==> config.mk <==
export PLATFORM = sky130hd
export DESIGN_NAME = gsm_cmd_scheduler_flat
export DESIGN_NICKNAME = d
export VERILOG_FILES = /design/src/rtl/gsm_pkg.sv /design/src/rtl/gsm_cmd_scheduler_if.sv /design/src/rtl/gsm_req_cnt.sv /design/src/rtl/gsm_cmd_scheduler.sv /design/src/flat_wrapper.sv
export SDC_FILE = /design/constraint.sdc
export NUM_CORES = 1
export LEC_CHECK = 0
export BUFFER_PORTS_ARGS = -buffer_cell sky130_fd_sc_hd__buf_4
export CAP_MARGIN = 20
export CORE_MARGIN = 3
export CORE_UTILIZATION = 50
export DETAILED_ROUTE_END_ITERATION = 7
export PLACE_DENSITY = 0.7
export SLEW_MARGIN = 0
export SYNTH_ARGS = -nofsm -noshare
export SYNTH_HDL_FRONTEND = slang
export SYNTH_SLANG_ARGS = --single-unit
==> constraint.sdc <==
create_clock -name clk_1mhz -period 3.3 [get_ports clk_1mhz]
set_clock_uncertainty 0.15 [all_clocks]
set_input_delay 0.33 -clock clk_1mhz [delete_from_list [all_inputs] [get_ports clk_1mhz]]
set_output_delay 0.33 -clock clk_1mhz [all_outputs]
set_load 0.01 [all_outputs]
==> src/rtl/gsm_pkg.sv <==
// Shared definitions for the GSM command scheduler.
//   state_t     : scheduler FSM states (IDLE, ISSUE, WAIT, GAP)
//   flag_t      : command codes sent to the game state manager
//   pend_t      : one bit per request source, MSB = highest grant priority
//   grant_pick  : keeps only the highest-priority set bit of a pend_t
//   pick_flag   : maps a one-hot pend_t to its command code
//   is_flush    : true for commands that discard queued gameplay requests
package gsm_pkg;

  typedef enum logic [1:0] {
    ST_IDLE  = 2'd0,
    ST_ISSUE = 2'd1,
    ST_WAIT  = 2'd2,
    ST_GAP   = 2'd3
  } state_t;

  typedef enum logic [3:0] {
    FLAG_NONE       = 4'b0000,
    FLAG_HIT        = 4'b0001,
    FLAG_MISS       = 4'b0010,
    FLAG_PAUSE      = 4'b0100,
    FLAG_RESUME     = 4'b0101,
    FLAG_READY      = 4'b1000,
    FLAG_PLAY       = 4'b1010,
    FLAG_STAGE_CLR  = 4'b1100,
    FLAG_OVER       = 4'b1101,
    FLAG_CLEAR      = 4'b1110,
    FLAG_HARD_RESET = 4'b1111
  } flag_t;

  // Field order is grant priority, highest first.
  typedef struct packed {
    logic hard_reset;
    logic over;
    logic clear;
    logic stage_clr;
    logic ready;
    logic play;
    logic pause;
    logic resume;
    logic miss;
    logic hit;
  } pend_t;

  function automatic pend_t grant_pick(input pend_t p);
    pend_t r;
    r = '0;
    if      (p.hard_reset) r.hard_reset = 1'b1;
    else if (p.over)       r.over       = 1'b1;
    else if (p.clear)      r.clear      = 1'b1;
    else if (p.stage_clr)  r.stage_clr  = 1'b1;
    else if (p.ready)      r.ready      = 1'b1;
    else if (p.play)       r.play       = 1'b1;
    else if (p.pause)      r.pause      = 1'b1;
    else if (p.resume)     r.resume     = 1'b1;
    else if (p.miss)       r.miss       = 1'b1;
    else if (p.hit)        r.hit        = 1'b1;
    return r;
  endfunction

  function automatic flag_t pick_flag(input pend_t g);
    flag_t f;
    f = FLAG_NONE;
    if (g.hard_reset) f = FLAG_HARD_RESET;
    if (g.over)       f = FLAG_OVER;
    if (g.clear)      f = FLAG_CLEAR;
    if (g.stage_clr)  f = FLAG_STAGE_CLR;
    if (g.ready)      f = FLAG_READY;
    if (g.play)       f = FLAG_PLAY;
    if (g.pause)      f = FLAG_PAUSE;
    if (g.resume)     f = FLAG_RESUME;
    if (g.miss)       f = FLAG_MISS;
    if (g.hit)        f = FLAG_HIT;
    return f;
  endfunction

  function automatic logic is_flush(input pend_t g);
    return g.hard_reset | g.over | g.clear | g.stage_clr | g.ready;
  endfunction

endpackage

==> src/rtl/gsm_cmd_scheduler_if.sv <==
// Command link between the scheduler and the game state manager.
//   flag : 4-bit command code, stable for the whole command
//   trig : command strobe, held high until done or timeout
//   done : one-cycle completion pulse back from the manager
// Handshake: a command is offered while trig is high; the manager accepts
// and completes it by pulsing done for one cycle, after which trig drops.
// done seen while trig is low is meaningless and is ignored.
interface gsm_cmd_scheduler_if;
  logic [3:0] flag;
  logic       trig;
  logic       done;

  modport master (output flag, output trig, input done);
  modport slave  (input flag, input trig, output done);
endinterface

==> src/rtl/gsm_req_cnt.sv <==
// Saturating up/down pending counter.
//   clk_1mhz, rst : clock, synchronous active-high reset
//   i_clr         : discard the stored count this cycle
//   i_inc         : one new request (saturates at all-ones)
//   i_dec         : one request consumed (never wraps below zero)
//   o_cnt         : current count
// A request arriving in the same cycle as a clear is kept, so no pulse is lost.
module gsm_req_cnt #(
  parameter int W = 4
) (
  input  logic         clk_1mhz,
  input  logic         rst,
  input  logic         i_clr,
  input  logic         i_inc,
  input  logic         i_dec,
  output logic [W-1:0] o_cnt
);

  logic [W-1:0] r_cnt;
  logic [W-1:0] w_base;

  assign w_base = i_clr ? '0 : r_cnt;

  always_ff @(posedge clk_1mhz) begin
    if (rst) begin
      r_cnt <= '0;
    end else if (i_inc && !i_dec) begin
      r_cnt <= (w_base == '1) ? w_base : w_base + 1'b1;
    end else if (i_dec && !i_inc && (w_base != '0)) begin
      r_cnt <= w_base - 1'b1;
    end else begin
      r_cnt <= w_base;
    end
  end

  assign o_cnt = r_cnt;

endmodule

==> src/rtl/gsm_cmd_scheduler.sv <==
// Queues single-cycle game requests and issues them one at a time, by
// priority, to the game state manager over a flag/trig/done link.
//   clk_1mhz, rst  : clock, synchronous active-high reset
//   req_*          : single-cycle request pulses
//   cmd            : command link (flag, trig out; done in)
//   busy           : high whenever the FSM is not in IDLE
//   cmd_drop       : one-cycle pulse when a command times out
//   hit_pending    : number of queued hit commands
//   o_state        : FSM state, for debug
// Timing: trig rises on leaving ISSUE. After done/timeout, GAP lasts
// GAP_CYCLES-1 cycles and a waiting command is granted straight from GAP,
// so the ISSUE cycle completes exactly GAP_CYCLES low cycles of trig.
module gsm_cmd_scheduler
  import gsm_pkg::*;
#(
  parameter int TIMEOUT_CYCLES = 255,
  parameter int GAP_CYCLES     = 3
) (
  input  logic                   clk_1mhz,
  input  logic                   rst,
  input  logic                   req_hit,
  input  logic                   req_miss,
  input  logic                   req_pause,
  input  logic                   req_resume,
  input  logic                   req_ready,
  input  logic                   req_play,
  input  logic                   req_stage_clr,
  input  logic                   req_over,
  input  logic                   req_clear,
  input  logic                   req_hard_reset,
  gsm_cmd_scheduler_if.master    cmd,
  output logic                   busy,
  output logic                   cmd_drop,
  output logic [3:0]             hit_pending,
  output state_t                 o_state
);

  localparam logic [15:0] TO_LAST  = 16'(TIMEOUT_CYCLES - 1);
  localparam logic [15:0] GAP_LAST = 16'(GAP_CYCLES - 2);

  state_t      r_state, w_state_next;
  logic [15:0] r_cnt, w_cnt_next;
  flag_t       r_flag, w_flag_next;
  logic        r_trig, w_trig_next;
  logic        r_drop, w_drop_next;
  logic        w_grant;

  logic        r_hard_reset, r_over, r_clear, r_stage_clr, r_ready, r_play;
  logic        r_pause, r_resume;
  logic [3:0]  w_hit_cnt;
  logic [1:0]  w_miss_cnt;
  pend_t       w_pend, w_pick, w_cons;
  logic        w_flush;

  always_comb begin
    w_pend            = '0;
    w_pend.hard_reset = r_hard_reset;
    w_pend.over       = r_over;
    w_pend.clear      = r_clear;
    w_pend.stage_clr  = r_stage_clr;
    w_pend.ready      = r_ready;
    w_pend.play       = r_play;
    w_pend.pause      = r_pause;
    w_pend.resume     = r_resume;
    w_pend.miss       = |w_miss_cnt;
    w_pend.hit        = |w_hit_cnt;
  end

  assign w_pick  = grant_pick(w_pend);
  assign w_cons  = w_grant ? w_pick : '0;
  assign w_flush = is_flush(w_cons);

  gsm_req_cnt #(.W(4)) u_hit_cnt (
    .clk_1mhz (clk_1mhz),
    .rst      (rst),
    .i_clr    (w_flush),
    .i_inc    (req_hit),
    .i_dec    (w_cons.hit),
    .o_cnt    (w_hit_cnt)
  );

  gsm_req_cnt #(.W(2)) u_miss_cnt (
    .clk_1mhz (clk_1mhz),
    .rst      (rst),
    .i_clr    (w_flush),
    .i_inc    (req_miss),
    .i_dec    (w_cons.miss),
    .o_cnt    (w_miss_cnt)
  );

  // A new pulse wins over a same-cycle consume; pause beats resume.
  always_ff @(posedge clk_1mhz) begin
    if (rst) begin
      r_hard_reset <= 1'b0;
      r_over       <= 1'b0;
      r_clear      <= 1'b0;
      r_stage_clr  <= 1'b0;
      r_ready      <= 1'b0;
      r_play       <= 1'b0;
      r_pause      <= 1'b0;
      r_resume     <= 1'b0;
    end else begin
      r_hard_reset <= req_hard_reset | (r_hard_reset & ~w_cons.hard_reset);
      r_over       <= req_over       | (r_over       & ~w_cons.over);
      r_clear      <= req_clear      | (r_clear      & ~w_cons.clear);
      r_stage_clr  <= req_stage_clr  | (r_stage_clr  & ~w_cons.stage_clr);
      r_ready      <= req_ready      | (r_ready      & ~w_cons.ready);
      r_play       <= req_play       | (r_play       & ~w_cons.play);
      r_pause      <= req_pause
                    | (r_pause & ~w_cons.pause & ~req_resume & ~w_flush);
      r_resume     <= (req_resume & ~req_pause)
                    | (r_resume & ~w_cons.resume & ~req_pause & ~w_flush);
    end
  end

  always_comb begin
    w_state_next = r_state;
    w_cnt_next   = r_cnt;
    w_flag_next  = r_flag;
    w_trig_next  = r_trig;
    w_drop_next  = 1'b0;
    w_grant      = 1'b0;
    case (r_state)
      ST_IDLE: begin
        if (|w_pend) begin
          w_grant      = 1'b1;
          w_flag_next  = pick_flag(w_pick);
          w_state_next = ST_ISSUE;
        end
      end
      ST_ISSUE: begin
        w_trig_next  = 1'b1;
        w_cnt_next   = '0;
        w_state_next = ST_WAIT;
      end
      ST_WAIT: begin
        if (cmd.done) begin
          w_trig_next  = 1'b0;
          w_cnt_next   = '0;
          w_state_next = ST_GAP;
        end else if (r_cnt == TO_LAST) begin
          w_trig_next  = 1'b0;
          w_drop_next  = 1'b1;
          w_cnt_next   = '0;
          w_state_next = ST_GAP;
        end else begin
          w_cnt_next = r_cnt + 16'd1;
        end
      end
      ST_GAP: begin
        if (r_cnt == GAP_LAST) begin
          if (|w_pend) begin
            w_grant      = 1'b1;
            w_flag_next  = pick_flag(w_pick);
            w_state_next = ST_ISSUE;
          end else begin
            w_state_next = ST_IDLE;
          end
        end else begin
          w_cnt_next = r_cnt + 16'd1;
        end
      end
      default: w_state_next = ST_IDLE;
    endcase
  end

  always_ff @(posedge clk_1mhz) begin
    if (rst) begin
      r_state <= ST_IDLE;
      r_cnt   <= '0;
      r_flag  <= FLAG_NONE;
      r_trig  <= 1'b0;
      r_drop  <= 1'b0;
    end else begin
      r_state <= w_state_next;
      r_cnt   <= w_cnt_next;
      r_flag  <= w_flag_next;
      r_trig  <= w_trig_next;
      r_drop  <= w_drop_next;
    end
  end

  assign cmd.flag    = r_flag;
  assign cmd.trig    = r_trig;
  assign busy        = (r_state != ST_IDLE);
  assign cmd_drop    = r_drop;
  assign hit_pending = w_hit_cnt;
  assign o_state     = r_state;

endmodule
==> src/flat_wrapper.sv <==
// flat-port wrapper written by rule: the top's interface ports become plain ports
module gsm_cmd_scheduler_flat import gsm_pkg::*;
#(
  parameter int TIMEOUT_CYCLES = 255,
  parameter int GAP_CYCLES     = 3
)
  (clk_1mhz, rst, req_hit, req_miss, req_pause, req_resume, req_ready, req_play, req_stage_clr, req_over, req_clear, req_hard_reset, busy, cmd_drop, hit_pending, o_state, cmd_flag, cmd_trig, cmd_done);
  gsm_cmd_scheduler_if cmd_i ();
  input  logic clk_1mhz;
  input  logic rst;
  input  logic req_hit;
  input  logic req_miss;
  input  logic req_pause;
  input  logic req_resume;
  input  logic req_ready;
  input  logic req_play;
  input  logic req_stage_clr;
  input  logic req_over;
  input  logic req_clear;
  input  logic req_hard_reset;
  output logic busy;
  output logic cmd_drop;
  output logic [3:0] hit_pending;
  output state_t o_state;
  output wire logic [$bits(cmd_i.flag)-1:0] cmd_flag;
  output wire logic [$bits(cmd_i.trig)-1:0] cmd_trig;
  input wire logic [$bits(cmd_i.done)-1:0] cmd_done;
  assign cmd_flag = cmd_i.flag;
  assign cmd_trig = cmd_i.trig;
  assign cmd_i.done = cmd_done;
  gsm_cmd_scheduler #(.TIMEOUT_CYCLES(TIMEOUT_CYCLES), .GAP_CYCLES(GAP_CYCLES)) u_core (.clk_1mhz(clk_1mhz), .rst(rst), .req_hit(req_hit), .req_miss(req_miss), .req_pause(req_pause), .req_resume(req_resume), .req_ready(req_ready), .req_play(req_play), .req_stage_clr(req_stage_clr), .req_over(req_over), .req_clear(req_clear), .req_hard_reset(req_hard_reset), .cmd(cmd_i), .busy(busy), .cmd_drop(cmd_drop), .hit_pending(hit_pending), .o_state(o_state));
endmodule
### Yosys cells after proc, flatten, opt, wreduce, memory -nomap -nowiden

Cells that the tools add are included.

| storage, ports and cells | value |
|---|---|
| register bits after elaboration | 38 |
| input bits | 13 |
| output and inout port bits | 13 |
| logic and storage cells | 151 |

| operators by class | value |
|---|---|
| add/sub/neg operators | 5 |
| eq/ne operators | 11 |
| multiplexer cells | 58 |
| bitwise gates (word level) | 37 |
| reduce and logical (&&, ||, !) cells | 25 |

Operators with widths:

| operator | number |
|---|---|
| $mux 4 | 17 |
| $mux 16 | 3 |
| $pmux 16 s3 | 1 |
| $mux 2 | 9 |
| $mux 1 | 17 |
| $add 16x1->16 const B | 1 |
| $eq 16x1->1 const B | 1 |
| $eq 16x8->1 const B | 1 |
| $reduce_or 14->1 | 1 |
| $and 1x1->1 | 13 |
| $not 1->1 | 12 |
| $or 1x1->1 | 12 |
| $mux 10 | 1 |
| $mux 9 | 1 |
| $mux 8 | 1 |
| $pmux 2 s4 | 1 |
| $pmux 4 s2 | 1 |
| $reduce_bool 2->1 | 4 |
| $mux 7 | 1 |
| $eq 2x2->1 const B | 3 |
| $logic_and 1x1->1 | 6 |
| $mux 6 | 1 |
| $reduce_and 2->1 | 3 |
| $mux 5 | 1 |
| other kinds (19) | 24 |

### Depth between registers and ports, before layout

Gate-level depths: netlist (run 1).

| logic depth | value |
|---|---|
| word-level depth | 23 |
| gate-level depth with buffers | 12 |
| depth with buffers taken out | 12 |

### Cells and area by module

A second synthesis (run 1) with hierarchy kept.

| unflattened totals | value |
|---|---|
| cells, all modules | 263 |
| area total of the unflattened synthesis | 2304.7 sq um |

Modules (own cells, without submodules):

| module | times used | cells each | area each (sq um) | sequential area each (sq um) |
|---|---|---|---|---|
| gsm_cmd_scheduler | 1 | 192 | 1710.4 | 640.6 |
| gsm_req_cnt (u_core.u_hit_cnt) | 1 | 51 | 407.9 | 80.1 |
| gsm_req_cnt (u_core.u_miss_cnt) | 1 | 20 | 186.4 | 40.0 |

### Worst setup path after synthesis (run 1)

Ideal clock, no wire load.

| path | value |
|---|---|
| path kind | reg2reg |
| start | register u_core.r_state[1], in the netlist u_core.o_state[1] |
| end | register u_core.u_hit_cnt.r_cnt[0], in the netlist u_core.u_hit_cnt.o_cnt[0] |
| setup time | 0.121 ns |
| data arrival time | 2.459 ns |
| required time | 3.029 ns |
| slack | 0.571 ns |
| stages on the path, launching flop included | 11 |
| path buffers | 0 |
| period minus slack after synthesis | 2.729 ns |
| cells stage by stage | dfxtp_1 ha_1 nor4bb_1 and4_1 o211ai_2 nand2_1 inv_1 ha_1 and4_1 o22ai_1 mux2_2 |

| on the way | value |
|---|---|
| longest elaborated chain between the ends | 12 |
| elaborated cells on any way between the ends | 20 |
| classes of those cells | 2 x add/sub; 2 x eq/ne; 6 x mux; 4 x bitwise; 6 x reduce/logical |

Ends and longest elaborated chain:

| element | line | text |
|---|---|---|
| start: declaration | gsm_cmd_scheduler.sv:41 | `state_t r_state, w_state_next;` |
| start signal: assignment | gsm_cmd_scheduler.sv:175 | `r_state <= w_state_next;` |
| $eq 2x2->1 or $logic_not 2->1 (tied branches) | gsm_cmd_scheduler.sv:123 | `case (r_state)` |
| $pmux 1 s2 * | gsm_cmd_scheduler.sv:123 |  |
| $mux 10 * | gsm_cmd_scheduler.sv:70 | `assign w_cons = w_grant ? w_pick : '0;` |
| branches (longest 8 deep; another with $sub 4x1->4) | n/a |  |
| $mux 4 * | gsm_req_cnt.sv:27 | `end else if (i_inc && !i_dec) begin` |
| end signal: assignment | gsm_req_cnt.sv:28 | `r_cnt <= (w_base == '1) ? w_base : w_base + 1'b1;` |
| end signal: assignment | gsm_req_cnt.sv:30 | `r_cnt <= w_base - 1'b1;` |
| end signal: assignment | gsm_req_cnt.sv:32 | `r_cnt <= w_base;` |
| end: declaration | gsm_req_cnt.sv:19 | `logic [W-1:0] r_cnt;` |

Mark *: on every way between the ends.
A chain may end at the register's enable or synchronous reset.

### Final worst setup path (run 1)

Ends and elaborated chain as after synthesis.

==> flow_metrics.tcl, run 1 <==
set metrics [dict create \
    outcome "finished clean" \
    cts_resized 0 \
    drcViolationCount 0 \
    grt_usage_pct 20.5 \
    cts_setup_buffers 0 \
    clockBufferDepth 2 \
    total_power_mw 1.83 \
    crit_arrival_ns 3.00 \
    placedCellCount 338 \
    cts_tree "built" \
    wl_per_cell_microns 14.0 \
    synth_cell_types 54 \
    final-hold-violation-count 0 \
    finalCritPeriodShare_pct 89.9 \
    synth_ff_type "dfxtp_1" \
    synth_async_sr_flop_share_pct 0 \
    cts_buffers 5 \
    initialDrtViolationCount 199 \
    ir_drop_mv 0.389 \
    grt.overflow.total 0 \
    rr_startpoint "u_core.o_state[1]" \
    fmax_mhz 337 \
    totalWireLength_mm 4.83 \
    clock-sinks 38 \
    dpl_worst_slack_ns 0.359 \
    grt_max_degree 28 \
    avgSynthCellArea_sq_um 8.14 \
    maxSlewViolCount 0 \
    fp.dieW_microns 71.9 \
    holdPathStages 2 \
    reg2regPathDepth 10 \
    htree_levels 2 \
    yosysWarnings 0 \
    leakage_nw 1.01 \
    synth_cells 267 \
    grt_pass1_vias 1826 \
    ios 26 \
    setup-violations-final 0 \
    maxCapViolCount 0 \
    cts.clk_slew.worst_paths_ns 0.08 \
    worstPathRequired_ns 3.34 \
    instances_no_fill 345 \
    power_density_nw_per_um2 726 \
    hold_path.class "input port to flop" \
    num_antenna_cells 0 \
    cp_max_fo 8 \
    yosysSeqAreaShare_pct 35.0 \
    worstHoldEndpoint "u_core.r_resume" \
    ant_nets 0 \
    fin_ws_ns 0.335 \
    setup.worst_path.start_class "flop" \
    fin_tns_setup_ns 0 \
    worst-setup-path-type "flop to flop" \
    drt_pass1_iterations 4 \
    vias 1954 \
    ys_ff_latch 38 \
    nets 320 \
    rows 23 \
    initial_core_util_pct 53.2 \
    place.gp.congestion 0.830 \
    grt_antenna_before_repair 0 \
    synth_area_sq_um 2170 \
    slew_headroom_pct 48.5 \
    routed_via_density 5.66 \
    layout_commonest_cell "nor2_1" \
    dieArea_sq_um 5170 \
    worstSetupEndpointType "flop" \
    postLayoutCoreUtil_pct 61.8 \
    area_delta_synth_final_pct 16.2 \
    tightest_slew_ns 0.766 \
    clkLatencyLatePin_ns 0.29 \
    rsz0062_at_grt "false" \
    layout_common_cells "nor2_1, dfxtp_1, buf_4, a21oi_1, nand2_1" \
    core_sq_um 4090 \
    r2r_setup_slack_ns 0.33 \
    synth.net_count 292 \
    synth-edff-count 0 \
    r2r-end "u_core.u_hit_cnt.o_cnt[0]" \
    port_buffers 25 \
    min_from "req_pause" \
    cts_hold_buf 0 \
    dp_hpwl_mm 3.50 \
    drive_above_1_share_pct 15.6 \
    min_period_ns 2.97 \
    grt_pass1_wl_mm 8.49 \
    die_y_microns 71.9 \
    root_buffer "clkbuf_8" \
]
==> final cells by class <==
class                   instances  area [sq um]
fillers                       388          1560
multi-input cells             208          1330
flip-flops and latches         38           761
repair buffers                 26           195
clock buffers                   6          82.6
well taps                      50          62.6
inverters                      16          60.1
clock inverters                 1          30.0
==> stage by stage <==
stage	instance area, sq um	hold slack, ns
floorplan	2170	0.258
global placement	2410	0.300
detailed placement	2410	0.303
CTS	2520	0.0477
global route	2520	0.0584
finish	2520	0.0572
==> power breakdown <==
part	switching, mW	internal (mW)	leakage, nW
Combinational	0.521	0.322	0.644
Sequential	0.0636	0.522	0.311
Clock	0.163	0.242	0.0573
Total	0.747	1.09	1.01
==> Yosys cell counts (all sizes together) (3+ instances only) <==
library cell	count	area share, %
nor4	7	2.9
a21oi	25	5.8
nand3	9	2.1
ha	12	6.9
o21ai	13	3.2
clkbuf	3	0.52
xnor2	6	2.4
nand2	22	3.8
a211oi	3	1.0
nand4	5	1.4
and4	4	1.6
nor2	42	7.3
nor3	3	0.69
xor2	8	3.2
dfxtp	38	35
inv	16	2.8
and3	5	1.4
or4	3	1.2
==> cell families (layout without fill, tap and decap cells) <==
family	Yosys count	count (layout)	share of synthesized area (%)
and+or+nand+nor	114	114	27.5
AOI/OAI and AO/OA	66	66	20.4
DFF	38	38	35.0
buffers and inverters	21	49	3.63
xor gates and xnor gates	14	14	5.64
adders and majority gates	12	12	6.91
muxes	2	2	0.979
==> how the worst max path moves through the flow <==
stage,slack (ns),startpoint,cells after the start,endpoint
after detailed placement,0.36,u_core.o_state[1],10,u_core.u_hit_cnt.o_cnt[0]
final,0.33,u_core.o_state[1],10,u_core.u_hit_cnt.o_cnt[0]
after floorplan,0.57,u_core.o_state[1],10,u_core.u_hit_cnt.o_cnt[0]
after global placement,0.49,u_core.o_state[1],10,u_core.u_hit_cnt.o_cnt[0]
after CTS,0.33,u_core.o_state[1],10,u_core.u_hit_cnt.o_cnt[0]
after global routing,0.04,u_core.o_state[1],11,u_core.u_hit_cnt.o_cnt[1]
==> flip-flops by register name, indices dropped and copies added (netlist names) <==
register / count
u_core.r_pause: 1
u_core.r_clear: 1
u_core.u_miss_cnt.o_cnt: 2
u_core.cmd.trig: 1
u_core.cmd.flag: 4
u_core.o_state: 2
u_core.r_hard_reset: 1
u_core.u_hit_cnt.o_cnt: 4
u_core.r_ready: 1
u_core.r_over: 1
u_core.cmd_drop: 1
u_core.r_stage_clr: 1
u_core.r_resume: 1
u_core.r_cnt: 16
u_core.r_play: 1
==> worst max-delay path: stages (launching register included) <==
cell and delay, ns:
dfxtp_1 0.42, ha_1 0.29, nor4bb_1 0.30, and4_1 0.33
o211ai_2 0.18, nand2_1 0.17, inv_1 0.06, ha_1 0.22
and4_1 0.23, o22ai_1 0.17, mux2_2 0.35
==> metal layers <==
layer	vias to the layer above	global-route usage (%)	wire [microns]
met1	877	30.5	2590
met2	44	29.3	1940
met3	7	4.16	230
met5	-	0	0
met4	0	7.31	65
li1	1026	-	-
Note: power is estimated with default switching activity, not from simulation.
==> inputs of run 2 (changes only) <==
Settings changed: CORE_ASPECT_RATIO set to 0.6.
==> run 2 against run 1 <==
Against the previous run: sequential share of layout area down 0.35 points; largest cell class unchanged; highest routed layer unchanged; routed wire length rose by 11%; worst hold slack better by 0.0029 ns; clock power hardly changed; critical path type unchanged.
==> flow_metrics.tcl, run 2 (synthesized netlist as in run 1, its figures left out) <==
set metrics [dict create \
    outcome "finished clean" \
    grt_usage_pct 21.3 \
    place.gp.congestion 0.821 \
    p_switching_uw 770 \
    placedCellCount 347 \
    highest_layer "met4" \
    nets 322 \
    tightest_slew_ns 0.743 \
    ir_drop_mv 0.500 \
    htree_levels 2 \
    hold_path.class "input port to flop" \
    largest_register_ffs 16 \
    route.met3.wl_microns 469 \
    slew_headroom_pct 50.0 \
    dieArea_sq_um 5200 \
    dp_hpwl_mm 3.89 \
    switching_share_pct 41.5 \
    grt_pass1_wl_mm 8.95 \
    cts_hold_buf 0 \
    rows 17 \
    layout_common_cells "nor2_1, dfxtp_1, buf_4, a21oi_1, nand2_1" \
    cts_tree "built" \
    clkLatencyLatePin_ns 0.29 \
    grt_antenna_before_repair 0 \
    routed_via_density 5.76 \
    core_sq_um 3910 \
    layout_commonest_cell "nor2_1" \
    register_area_sq_um 761 \
    wl_per_cell_microns 15.1 \
    cp_max_fo 8 \
    finalCritPeriodShare_pct 92.6 \
    p_seq_share_pct 31.8 \
    setup.worst_path.start_class "flop" \
    fmax_mhz 327 \
    drive_above_1_share_pct 16.5 \
    crit_arrival_ns 3.09 \
    min_period_ns 3.05 \
    clock-sinks 38 \
    cts_buffers 5 \
    initial_core_util_pct 55.5 \
    num_antenna_cells 0 \
    grt.overflow.total 0 \
    grt_max_degree 28 \
    fp.dieW_microns 91.1 \
    worst-setup-path-type "flop to flop" \
    area_delta_synth_final_pct 17.6 \
    port_buffers 25 \
    drcViolationCount 0 \
    post_dp_cell_area_sq_um 2440 \
    initialDrtViolationCount 150 \
    comb_power_share_pct 46.6 \
    met2WireLength_mm 2.02 \
    ant_nets 0 \
    grt_pass1_vias 1839 \
    p_int_mw 1.09 \
    worstSetupEndpointType "flop" \
    m1WireLength_mm 2.83 \
    total_power_mw 1.86 \
    maxSlewViolCount 0 \
    totalWireLength_mm 5.35 \
    clockBufferDepth 2 \
    cts.clk_slew.worst_paths_ns 0.07 \
    power.share.clock_pct 21.6 \
    ios 26 \
    setup-violations-final 0 \
    postLayoutCoreUtil_pct 65.3 \
    n_fill_cell 362 \
    final-hold-violation-count 0 \
    top_register "u_core.r_cnt" \
    instances_no_fill 354 \
    drt_pass1_iterations 5 \
    final_area_sq_um 2550 \
    multi_input_area_sq_um 1340 \
    fin_tns_setup_ns 0 \
    worstPathRequired_ns 3.33 \
    power_density_nw_per_um2 727 \
    maxCapViolCount 0 \
    die_y_microns 57.1 \
    vias 2038 \
    leakage_nw 1.02 \
    root_buffer "clkbuf_8" \
]
run 2: critical path, stage by stage (launching register included):
cell and delay (ns):
dfxtp_1 0.43, ha_1 0.30, nor4bb_2 0.33, and4_1 0.34
o211ai_2 0.19, and2_1 0.23, inv_1 0.09, ha_1 0.15
nor3_1 0.07, o21ai_0 0.29, nand2_1 0.10, a221oi_1 0.28
run 2: path summary, 6_finish.rpt:
check | depth (start not counted) | slack [ns] | to | startpoint
setup / recovery | 11 | 0.25 | u_core.u_miss_cnt.o_cnt[0] | u_core.o_state[1]
hold reg to reg | 2 | 0.31 | u_core.cmd.flag[0] | u_core.cmd.flag[0]
setup reg to reg | 11 | 0.25 | u_core.u_miss_cnt.o_cnt[0] | u_core.o_state[1]
hold / removal | 2 | 0.06 | u_core.r_resume | req_pause
run 2: layer usage:
layer / global-route usage (%) / vias to the layer above
li1: - / 1020
met1: 34.2 / 927
met2: 27.6 / 87
met3: 5.40 / 4
met4: 4.72 / 0
met5: 0 / -
run 2: layout make-up:
type / instances / share of cell area (%)
Clock buffer: 6 / 3.23
Clock inverter: 1 / 1.18
Inverter: 16 / 2.35
Multi-Input combinational cell: 208 / 52.4
Sequential cell: 38 / 29.8
Tap cell: 57 / 2.79
Timing Repair Buffer: 28 / 8.23
run 2: power groups by stage:
stage / logic [mW] / registers (mW) / clock network (mW)
after floorplan: 0.572 / 0.602 / 0
after global placement: 0.843 / 0.597 / 0
after detailed placement: 0.846 / 0.598 / 0
after CTS: 0.862 / 0.589 / 0.409
after global routing: 0.972 / 0.602 / 0.433
final: 0.866 / 0.591 / 0.401
run 2: per-stage QoR:
stage / hold slack, ns / setup WS (ns)
after floorplan: 0.258 / 0.571
after global placement: 0.301 / 0.471
after detailed placement: 0.302 / 0.341
after CTS: 0.0537 / 0.282
after global routing: 0.0531 / -0.0136
final: 0.0601 / 0.245
run 2: what timing repair did:
action | 4_1_cts | 5_1_grt
gates resized for setup | 0 | 1
buffers inserted | 0 | 0
endpoints found under the setup margin | 0 | 4
==> inputs of run 3 (changes only) <==
Settings changed: CORE_UTILIZATION 50 to 55, PLACE_DENSITY 0.7 to 0.76, SLEW_MARGIN 0 to 25, TNS_END_PERCENT set to 30.
==> run 3 against run 2 <==
Against the previous run: routed wire length is 2.7% lower; critical path depth is 1 lower; sequential power hardly changed; global-route usage is 2.2 points higher.
==> flow_metrics.tcl, run 3 (synthesized netlist as in run 1, its figures left out) <==
set metrics [dict create \
    ant_nets 0 \
    cts_resized 0 \
    wl_per_cell_microns 15.1 \
    clock-sinks 38 \
    initialDrtViolationCount 119 \
    worst-setup-path-type "flop to flop" \
    cts.clk_slew.worst_paths_ns 0.08 \
    routed_via_density 5.88 \
    cpMaxStageDelayCell "dfxtp_1" \
    path_cells "ha_1 > nor4bb_1 > and4_1 > o211ai_2 > nand2_1 > inv_1 > ha_1 > and4_1 > o22ai_1 > mux2_2" \
    port_buffers 25 \
    setup.worst_path.start_class "flop" \
    root_buffer "clkbuf_8" \
    drcViolationCount 0 \
    leakage_nw 1.01 \
    largest_register_ffs 16 \
    worstSetupEndpointType "flop" \
    htree_levels 2 \
    cts_buffers 5 \
    drt_pass1_iterations 4 \
    vias 2028 \
    worstPathRequired_ns 3.34 \
    layout_common_cells "nor2_1, dfxtp_1, buf_4, a21oi_1, nand2_1" \
    place.gp.congestion 0.815 \
    fin_tns_setup_ns 0 \
    hold_path.class "input port to flop" \
    drive_above_1_share_pct 16.4 \
    grt_max_degree 28 \
    clkLatencyLatePin_ns 0.29 \
    cp_max_fo 8 \
    total_power_mw 1.79 \
    ir_drop_mv 0.518 \
    layout_commonest_cell "nor2_1" \
    grt.overflow.total 0 \
    maxSlewViolCount 0 \
    fmax_mhz 324 \
    num_antenna_cells 0 \
    die_y_microns 54.7 \
    rows 17 \
    grt_usage_pct 23.5 \
    grt_antenna_before_repair 0 \
    maxCapViolCount 0 \
    totalWireLength_mm 5.21 \
    cts_setup_buffers 0 \
    final-hold-violation-count 0 \
    setup-violations-final 0 \
    min_period_ns 3.09 \
    nets 322 \
    outcome "finished clean" \
    core_sq_um 3720 \
    fp.dieW_microns 87.2 \
    dieArea_sq_um 4770 \
    power_density_nw_per_um2 711 \
    tightest_slew_ns 0.717 \
    clockBufferDepth 2 \
    grt_pass1_vias 1783 \
    cts_tree "built" \
    grt_pass1_wl_mm 8.57 \
    cp_slowest_stage_delay_ns 0.42 \
    slew_headroom_pct 51.7 \
    ios 26 \
    rsz0062_at_grt "false" \
    top_register "u_core.r_cnt" \
    dp_hpwl_mm 3.79 \
    n_fill_cell 339 \
    initial_core_util_pct 58.4 \
    cts_hold_buf 0 \
    finalCritPeriodShare_pct 93.6 \
    area_delta_synth_final_pct 15.9 \
    crit_arrival_ns 3.12 \
]
## run 3: layer usage
layer / routed length [microns] / up-vias / global-route usage (%) / part of all wire [%]
met2: 2020 / 84 / 32.4 / 39
met1: 2700 / 908 / 36.3 / 52
met3: 444 / 8 / 5.71 / 8.5
li1: - / 1028 / - / -
met4: 42 / 0 / 4.34 / 0.81
met5: 0 / - / 0 / 0
## run 3: power breakdown
part / internal (mW) / switching [mW] / total, mW
sequential: 0.522 / 0.0660 / 0.588
combinational: 0.323 / 0.539 / 0.862
clock: 0.168 / 0.174 / 0.342
## run 3: worst paths after layout
check	start	to	slack, ns	cells past startpoint
min reg2reg	u_core.cmd.flag[0]	u_core.cmd.flag[0]	0.32	2
max	u_core.o_state[1]	u_core.u_hit_cnt.o_cnt[0]	0.21	10
max reg2reg	u_core.o_state[1]	u_core.u_hit_cnt.o_cnt[0]	0.21	10
min	req_pause	u_core.r_resume	0.05	2
## run 3: critical path, delay by kind of cell (launching register included)
family / cells / cell delay, ns
DFF: 1 / 0.42
adders and majority gates: 2 / 0.52
muxes: 1 / 0.35
buffers and inverters: 1 / 0.06
and+or+nand+nor: 4 / 1.13
AOI/OAI and AO/OA: 2 / 0.34
## run 3: metrics by stage
step | cell area (sq um) | setup slack [ns] | utilization, % | hold slack (ns) | std cells
finish | 2520 | 0.212 | 67.7 | 0.0542 | 345
global route | 2520 | 0.0157 | 67.7 | 0.0542 | 345
CTS | 2520 | 0.286 | 67.7 | 0.0556 | 345
detailed placement | 2420 | 0.400 | 65.1 | 0.308 | 337
global placement | 2420 | 0.487 | 65.1 | 0.299 | 337
floorplan | 2170 | 0.571 | - | 0.258 | 267
## run 3: layout make-up
type | count | area (sq um) | area share [%]
clock buffers | 6 | 82.6 | 3.28
clock inverters | 2 | 12.5 | 0.497
inverters | 16 | 60.1 | 2.38
multi-input cells | 208 | 1330 | 53.0
flip-flops and latches | 38 | 761 | 30.2
well taps | 47 | 58.8 | 2.33
repair buffers | 28 | 210 | 8.35
